### src/rtl/uart_rx_frame_ctrl.sv
// -----------------------------------------------------------------------------
// uart_rx_frame_ctrl
//
// Purpose:
//   Turns the byte stream from a UART receiver into framed packets of the form
//   SOF, LEN, LEN payload bytes, XOR checksum. The block hunts for SOF_BYTE,
//   validates the length and checksum, buffers the payload, and releases a
//   good frame downstream over a valid/ready stream. Bad frames are dropped
//   and flagged through frame_err / err_code.
//
// Optional feature (macro UART_RX_FRAME_TIMEOUT_EN):
//   When defined, an inter-byte gap counter aborts a frame that stalls for
//   TIMEOUT_CYCLES clocks in LEN, PAYLOAD or CHECK (err_code = 3). When not
//   defined, the block waits indefinitely and TIMEOUT_CYCLES is unused.
//
// Ports:
//   clk            in   system clock
//   rst            in   asynchronous active-high reset
//   rx_byte_valid  in   one-cycle strobe, rx_byte holds a new byte
//   rx_byte        in   received byte
//   out_valid      out  payload byte available on out_data
//   out_ready      in   consumer accepts out_data this cycle
//   out_data       out  payload byte
//   out_last       out  final payload byte of the frame
//   frame_ok       out  one-cycle pulse, frame passed checksum
//   frame_err      out  one-cycle pulse, framing error
//   err_code       out  last error cause: 0 none, 1 length, 2 checksum, 3 timeout
//   overrun        out  sticky, a byte arrived while draining
//   busy           out  high whenever the controller is not idle
// -----------------------------------------------------------------------------
module uart_rx_frame_ctrl #(
   parameter int                   WORD_SIZE      = 8,
   parameter int                   MAX_LEN        = 16,
   parameter logic [WORD_SIZE-1:0] SOF_BYTE       = 8'hA5,
   parameter int                   TIMEOUT_CYCLES = 200
) (
   input  logic                 clk,
   input  logic                 rst,
   input  logic                 rx_byte_valid,
   input  logic [WORD_SIZE-1:0] rx_byte,
   output logic                 out_valid,
   input  logic                 out_ready,
   output logic [WORD_SIZE-1:0] out_data,
   output logic                 out_last,
   output logic                 frame_ok,
   output logic                 frame_err,
   output logic [1:0]           err_code,
   output logic                 overrun,
   output logic                 busy
);

   localparam int IDX_W = (MAX_LEN > 1) ? $clog2(MAX_LEN) : 1;
   localparam int LEN_W = $clog2(MAX_LEN + 1);
   localparam logic [WORD_SIZE-1:0] MAX_LEN_B = WORD_SIZE'(MAX_LEN);

   typedef enum logic [2:0] {
      S_IDLE,
      S_LEN,
      S_PAYLOAD,
      S_CHECK,
      S_DRAIN
   } state_t;

   state_t               state_q, state_d;
   logic [LEN_W-1:0]     len_q, len_d;
   logic [IDX_W-1:0]     idx_q, idx_d;
   logic [IDX_W-1:0]     rd_idx_q, rd_idx_d;
   logic [WORD_SIZE-1:0] acc_q, acc_d;
   logic                 frame_ok_q, frame_ok_d;
   logic                 frame_err_q, frame_err_d;
   logic [1:0]           err_code_q, err_code_d;
   logic                 overrun_q, overrun_d;
   logic                 wr_en;
   logic [IDX_W-1:0]     last_idx;

   // Payload buffer; contents are only ever read after being written in the
   // same frame, so it carries no reset.
   logic [WORD_SIZE-1:0] mem_q [MAX_LEN];

`ifdef UART_RX_FRAME_TIMEOUT_EN
   localparam int GAP_W = (TIMEOUT_CYCLES > 1) ? $clog2(TIMEOUT_CYCLES) : 1;
   logic [GAP_W-1:0] gap_q, gap_d;
`endif

   // len is never 0 outside IDLE/LEN, so len-1 always fits the index width.
   assign last_idx = IDX_W'(len_q - LEN_W'(1));

   always_comb begin
      state_d     = state_q;
      len_d       = len_q;
      idx_d       = idx_q;
      rd_idx_d    = rd_idx_q;
      acc_d       = acc_q;
      frame_ok_d  = 1'b0;
      frame_err_d = 1'b0;
      err_code_d  = err_code_q;
      overrun_d   = overrun_q;
      wr_en       = 1'b0;
`ifdef UART_RX_FRAME_TIMEOUT_EN
      gap_d       = gap_q;
`endif

      case (state_q)
         S_IDLE: begin
            if (rx_byte_valid && (rx_byte == SOF_BYTE)) begin
               state_d = S_LEN;
               acc_d   = '0;
`ifdef UART_RX_FRAME_TIMEOUT_EN
               gap_d   = '0;
`endif
            end
         end

         S_LEN: begin
            if (rx_byte_valid) begin
               if ((rx_byte == '0) || (rx_byte > MAX_LEN_B)) begin
                  frame_err_d = 1'b1;
                  err_code_d  = 2'd1;
                  state_d     = S_IDLE;
               end else begin
                  len_d   = rx_byte[LEN_W-1:0];
                  acc_d   = rx_byte;
                  idx_d   = '0;
                  state_d = S_PAYLOAD;
               end
            end
         end

         S_PAYLOAD: begin
            if (rx_byte_valid) begin
               wr_en = 1'b1;
               acc_d = acc_q ^ rx_byte;
               // Hold idx on the last write so it never steps past len-1.
               if (idx_q == last_idx) begin
                  state_d = S_CHECK;
               end else begin
                  idx_d = idx_q + IDX_W'(1);
               end
            end
         end

         S_CHECK: begin
            if (rx_byte_valid) begin
               if (rx_byte == acc_q) begin
                  frame_ok_d = 1'b1;
                  rd_idx_d   = '0;
                  state_d    = S_DRAIN;
               end else begin
                  frame_err_d = 1'b1;
                  err_code_d  = 2'd2;
                  state_d     = S_IDLE;
               end
            end
         end

         S_DRAIN: begin
            // Bytes arriving while draining are dropped unexamined.
            if (rx_byte_valid) begin
               overrun_d = 1'b1;
            end
            if (out_ready) begin
               if (rd_idx_q == last_idx) begin
                  state_d = S_IDLE;
               end else begin
                  rd_idx_d = rd_idx_q + IDX_W'(1);
               end
            end
         end

         default: begin
            state_d = S_IDLE;
         end
      endcase

`ifdef UART_RX_FRAME_TIMEOUT_EN
      // Gap counter only matters while a frame is being received; a strobe
      // in these states always restarts it, so it cannot race the case above.
      if ((state_q == S_LEN) || (state_q == S_PAYLOAD) || (state_q == S_CHECK)) begin
         if (rx_byte_valid) begin
            gap_d = '0;
         end else if (gap_q == GAP_W'(TIMEOUT_CYCLES - 1)) begin
            gap_d       = '0;
            frame_err_d = 1'b1;
            err_code_d  = 2'd3;
            state_d     = S_IDLE;
         end else begin
            gap_d = gap_q + GAP_W'(1);
         end
      end
`endif
   end

   always_ff @(posedge clk or posedge rst) begin
      if (rst) begin
         state_q     <= S_IDLE;
         len_q       <= '0;
         idx_q       <= '0;
         rd_idx_q    <= '0;
         acc_q       <= '0;
         frame_ok_q  <= 1'b0;
         frame_err_q <= 1'b0;
         err_code_q  <= 2'd0;
         overrun_q   <= 1'b0;
`ifdef UART_RX_FRAME_TIMEOUT_EN
         gap_q       <= '0;
`endif
      end else begin
         state_q     <= state_d;
         len_q       <= len_d;
         idx_q       <= idx_d;
         rd_idx_q    <= rd_idx_d;
         acc_q       <= acc_d;
         frame_ok_q  <= frame_ok_d;
         frame_err_q <= frame_err_d;
         err_code_q  <= err_code_d;
         overrun_q   <= overrun_d;
`ifdef UART_RX_FRAME_TIMEOUT_EN
         gap_q       <= gap_d;
`endif
      end
   end

   always_ff @(posedge clk) begin
      if (wr_en) begin
         mem_q[idx_q] <= rx_byte;
      end
   end

   // Outputs are decoded from registered state, so out_data/out_last stay
   // stable through a stall and are forced to zero outside DRAIN.
   assign out_valid = (state_q == S_DRAIN);
   assign out_data  = out_valid ? mem_q[rd_idx_q] : '0;
   assign out_last  = out_valid && (rd_idx_q == last_idx);
   assign frame_ok  = frame_ok_q;
   assign frame_err = frame_err_q;
   assign err_code  = err_code_q;
   assign overrun   = overrun_q;
   assign busy      = (state_q != S_IDLE);

endmodule

### config.mk
export PLATFORM = sky130hd
export DESIGN_NAME = uart_rx_frame_ctrl
export DESIGN_NICKNAME = d
export VERILOG_FILES = /design/src/rtl/uart_rx_frame_ctrl.sv
export SDC_FILE = /design/constraint.sdc
export NUM_CORES = 1
export LEC_CHECK = 0
export ABC_AREA = 1
export BUFFER_PORTS_ARGS = -buffer_cell sky130_fd_sc_hd__buf_4
export CAP_MARGIN = 20
export CORE_MARGIN = 5
export CORE_UTILIZATION = 55
export DETAILED_ROUTE_END_ITERATION = 10
export PLACE_DENSITY = 0.81
export SLEW_MARGIN = 20
export SYNTH_ARGS = -nofsm -noshare
export SYNTH_HDL_FRONTEND = slang
export SYNTH_SLANG_ARGS = --single-unit
export TNS_END_PERCENT = 20
### constraint.sdc
create_clock -name clk -period 4.46 [get_ports clk]
set_input_delay 0.669 -clock clk [delete_from_list [all_inputs] [get_ports clk]]
set_output_delay 0.669 -clock clk [all_outputs]
set_load 0.02 [all_outputs]
Word level (Yosys, flattened, before mapping) --
Memory sizes are Yosys's and may differ from the RTL's. Index checks and enable logic that the tools add are counted.
Cells by class: multiply operators 0, bitwise logic cells 2, mux-type cells 43, $lt $le $gt $ge 1, reduce and logical (&&, ||, !) cells 17, $add $sub $neg 3, div/mod/pow operators 0, shifts and indexed selects 0, equality and inequality tests 21
Operator list (count):
- $mux W8 | 5
- $mux W4 | 8
- $mux W3 | 8
- $pmux W8 S3 | 1
- $ne A2 B2 Y1 const B | 11
- $reduce_and A5 Y1 | 4
- $pmux W4 S2 | 2
- $pmux W3 S5 | 1
- $mux W1 | 11
- $mux W2 | 5
- $add A4 B1 Y4 const B | 2
- $eq A4 B4 Y1 | 2
- $eq A8 B8 Y1 | 1
- $eq A8 B8 Y1 const B | 1
- $gt A8 B5 Y1 const B | 1
- $logic_not A8 Y1 | 1
- $xor A8 B8 Y8 | 1
- $reduce_and A7 Y1 | 1
- $eq A3 B2 Y1 const B | 2
- $reduce_bool A2 Y1 | 3
- $reduce_bool A3 Y1 | 2
- $ne A2 B1 Y1 const B | 2
- $pmux W2 S2 | 1
- $sub A4 B1 Y4 const B | 1
- other kinds (9) | 10
Word-level totals: memory bits (writable) 128, input bits 12, ROM bits 0, latch bits 0, output and inout bits 16, word-level logic and storage cells 97, register bits after elaboration 28, memories 1
Memory list:
- mem_q | depth 16, width 8, rd ports 1, clocked after Yosys merged registers in 0, wr ports 1, line 78 | logic [WORD_SIZE-1:0] mem_q [MAX_LEN];

Longest topological paths before layout --
depth in word-level cells 5, gate-level depth with buffers 11, depth with buffers taken out 11

Least setup slack after synthesis --
OpenSTA, ideal clock, no wires.
path type reg-to-output, start point register state_q[1], end point output out_data[0], cell stages (with the launch flop) 5, required time 3791 ps, path slack 2194 ps, data arrival time 1597 ps, buffers on the path 1, path through dfrtp_1 > nor3_2 > inv_2 > clkbuf_1 > a21oi_1
Between the ends: word-level cells in the longest chain between the ends 2
RTL lines:
- from (decl) | line 64 | state_t state_q, state_d;
- from (signal assigned) | line 208 | state_q <= state_d;
- $eq A3 B3 Y1 | line 231 | assign out_valid = (state_q == S_DRAIN);
- via out_valid | line 41 | output logic out_valid,
- $mux W8 | line 232 | assign out_data = out_valid ? mem_q[rd_idx_q] : '0;
- to (decl) | line 43 | output logic [WORD_SIZE-1:0] out_data,
The timed path passes the listed nets, and every way through them passes these cells.

Worst setup path after layout --
start point register rd_idx_q[1], end point output out_data[1]
Between the ends: word-level cells in the longest chain between the ends 2
RTL lines:
- from (decl) | line 67 | logic [IDX_W-1:0] rd_idx_q, rd_idx_d;
- from (signal assigned) | line 211 | rd_idx_q <= rd_idx_d;
- $mem_v2 Z16 W8
- $mux W8 | line 232
No other way between the ends.

==> impl_metrics.ini <==
[clock_tree]
cts_tree = built
ctsResizeCount = 0
clkTransAtPathRegs_ns = 0.06
cts.root.buffer_cell = clkbuf_16
cts_made_buffers = 17
htreeDepth = 4
ctsHoldBuffers = 0
clock_latency_ns = 0.42
clock_path_buffers = 2
cts.sinks = 156
cts_setup_buffers = 0

[status]
status = completed

[sta]
max_freq_ghz = 0.309
period_minus_slack_ns = 3.24
rsz0062_at_grt = false
clock_skew_ns = 0.00902
slew_headroom = 0.335
finalCritPeriodShare = 0.725
hold_violations = 0
setup_viol = 0
drv_slew = 0
setup_tns_ns = 0
setup_slack_ns = 1.22
max_slew.worst_pin.slew_ns = 0.994

[critical_path]
crit_required_ns = 3.79
critPathMaxFanout = 30
cp.arrival_ns = 2.57
startpoint_type = flop
worstSetupEndpointType = output pin
crit_type = flop to output pin

[logic_synthesis]
post_synth_num_cell_types = 37
ys_seq_elements = 156
synth_fp_nets = 675
yosysWarnings = 0
yosysSeqAreaShare = 0.646
syn_avg_cell_area_sq_um = 10.7
synthCells = 657
syn-cell-area_sq_um = 7030

[global_routing]
grt_pass1_vias = 5047
grt_use_total = 0.229
grt.overflow.total = 0
grt_max_degree = 70
grt_pass1_wl_um = 26000
antenna_found_initial = 0

[die]
dieArea_sq_um = 15100
pin_count = 28
start_util = 0.559
std_cell_rows = 41
core-area_sq_um = 12600
fp.dieH_um = 123
die_w_um = 123

[drt]
postRouteWirelength_um = 16400
vias = 5035
first_pass_iters = 6
ant_nets = 0
route.detailed.drc = 0
avgViaCountPerCell = 5.86
drtIter0Drc = 642
post_drt_wl_per_cell_um = 19.1

[final_layout]
final_nets = 694
drive_gt1_frac = 0.116
fillers = 974
regArea_sq_um = 4550
multi_input_area_sq_um = 2200
area_growth_pct = 12.2
n_antenna_cell = 0
stdcell_area_sq_um = 7890

[place]
port_buffers = 27
gp_congestion = 0.878
dpl-instance-area_sq_um = 7320
dp_hpwl_um = 10300
dp_slack_ns = 1.68

[power]
irDropWorstVdd_mv = 0.285
p_leak_nw = 2.92
cellPowerDensity_nw_per_um2 = 470

[hold_path]
min-delay-path-class = primary input to asynchronous set/reset pin

[job]
drv_cap = 0
-- cells in the final DEF, fill, tap and decap left out --
cell type / instances
nand2_4: 2
a21oi_2: 1
buf_4: 30
dfrtp_2: 1
clkinv_2: 1
clkbuf_1: 6
nand4_1: 10
dfrtp_1: 27
clkinv_1: 2
a21oi_4: 1
nand3b_1: 1
nor2_2: 2
nand2_1: 82
xnor2_1: 7
o21ai_0: 65
ha_1: 6
nor3b_1: 1
nand3_2: 1
a21oi_1: 11
nor3_1: 1
nand2_2: 2
nor2_1: 132
edfxtp_1: 128
clkinvlp_4: 3
xor2_1: 9
nor2_4: 3
inv_1: 23
o221ai_1: 1
nand3_1: 39
bufinv_16: 3
a22o_1: 1
o211ai_1: 32
o21bai_1: 1
inv_2: 11
nor3_2: 1
clkbuf_16: 17
o22ai_1: 6
o21ai_1: 16
nand3_4: 1
-- flip-flops by register name, indices dropped and copies added (netlist names) --
signal / flops
state_q: 3
overrun: 1
err_code: 2
mem_q: 128
acc_q: 8
frame_err: 1
idx_q: 4
len_q: 4
frame_ok: 1
rd_idx_q: 4
-- power breakdown --
part / internal, mW / switching, mW
Clock: 0.872 / 0.537
Combinational: 0.194 / 0.404
Sequential: 1.64 / 0.0607
Total: 2.71 / 1.00
-- Yosys cell counts (all sizes together) --
master,count,area share
o211ai,32,0.034
o21bai,1,0.0011
nor2,137,0.077
nor3,2,0.0021
o22ai,6,0.0053
clkinv,2,0.0011
nand4,10,0.0089
buf,20,0.015
nor3b,1,0.0011
ha,6,0.011
xor2,9,0.011
a21oi,13,0.011
o21ai,81,0.058
edfxtp,128,0.55
clkbuf,10,0.0055
inv,34,0.018
dfrtp,28,0.10
nand3b,1,0.0011
nand2,86,0.049
xnor2,7,0.0087
nand3,41,0.032
o221ai,1,0.0012
a22o,1,0.0012
-- kinds of logic after synthesis --
| group | Yosys count | synth area share |
|---|---|---|
| adders and majority gates | 6 | 0.0107 |
| buffers and inverters | 66 | 0.0402 |
| AOI/OAI and AO/OA | 135 | 0.112 |
| DFF | 156 | 0.646 |
| and+or+nand+nor | 278 | 0.171 |
| xor gates and xnor gates | 16 | 0.0199 |
-- per-layer routing --
layer | track usage | part of all wire
met1 | 0.286 | 0.40
met2 | 0.387 | 0.51
met3 | 0.0590 | 0.067
met4 | 0.0851 | 0.022
met5 | 0 | 0
-- metrics by stage --
stage	hold WS (ns)	util	total power [mW]	cells
final	0.327	0.628	3.71	859
after global routing	0.375	0.628	3.86	859
after CTS	0.487	0.628	3.71	859
after detailed placement	0.473	0.583	2.31	829
after global placement	0.462	0.583	2.28	829
after floorplan	0.461	-	2.16	657
-- final cells by class --
cell class / instances / area share
sequential: 156 / 0.576
clock inverter: 7 / 0.0149
multi-input combinational: 435 / 0.279
tap: 172 / 0.0273
clock buffer: 23 / 0.0568
inverter: 36 / 0.0171
timing repair buffer: 30 / 0.0285
-- critical path: stages, from the launching register on --
cell,delay [ns]
dfrtp_1,0.84
buf_4,0.43
o21ai_0,0.16
o211ai_1,0.26
nand3_1,0.11
a21oi_1,0.16
buf_4,0.16
-- path summary, 6_finish.rpt --
path	end	depth (start not counted)	from	slack, ns
min reg2reg	err_code[0]	2	err_code[0]	0.48
min	acc_q[5]	2	rst	0.33
min in group clk	err_code[0]	2	err_code[0]	0.48
max reg2reg	mem_q[0][6]	7	state_q[0]	1.84
max	out_data[1]	6	rd_idx_q[1]	1.22
max in group asynchronous	rd_idx_q[0]	2	rst	3.70
(Power assumes the default switching activity.)
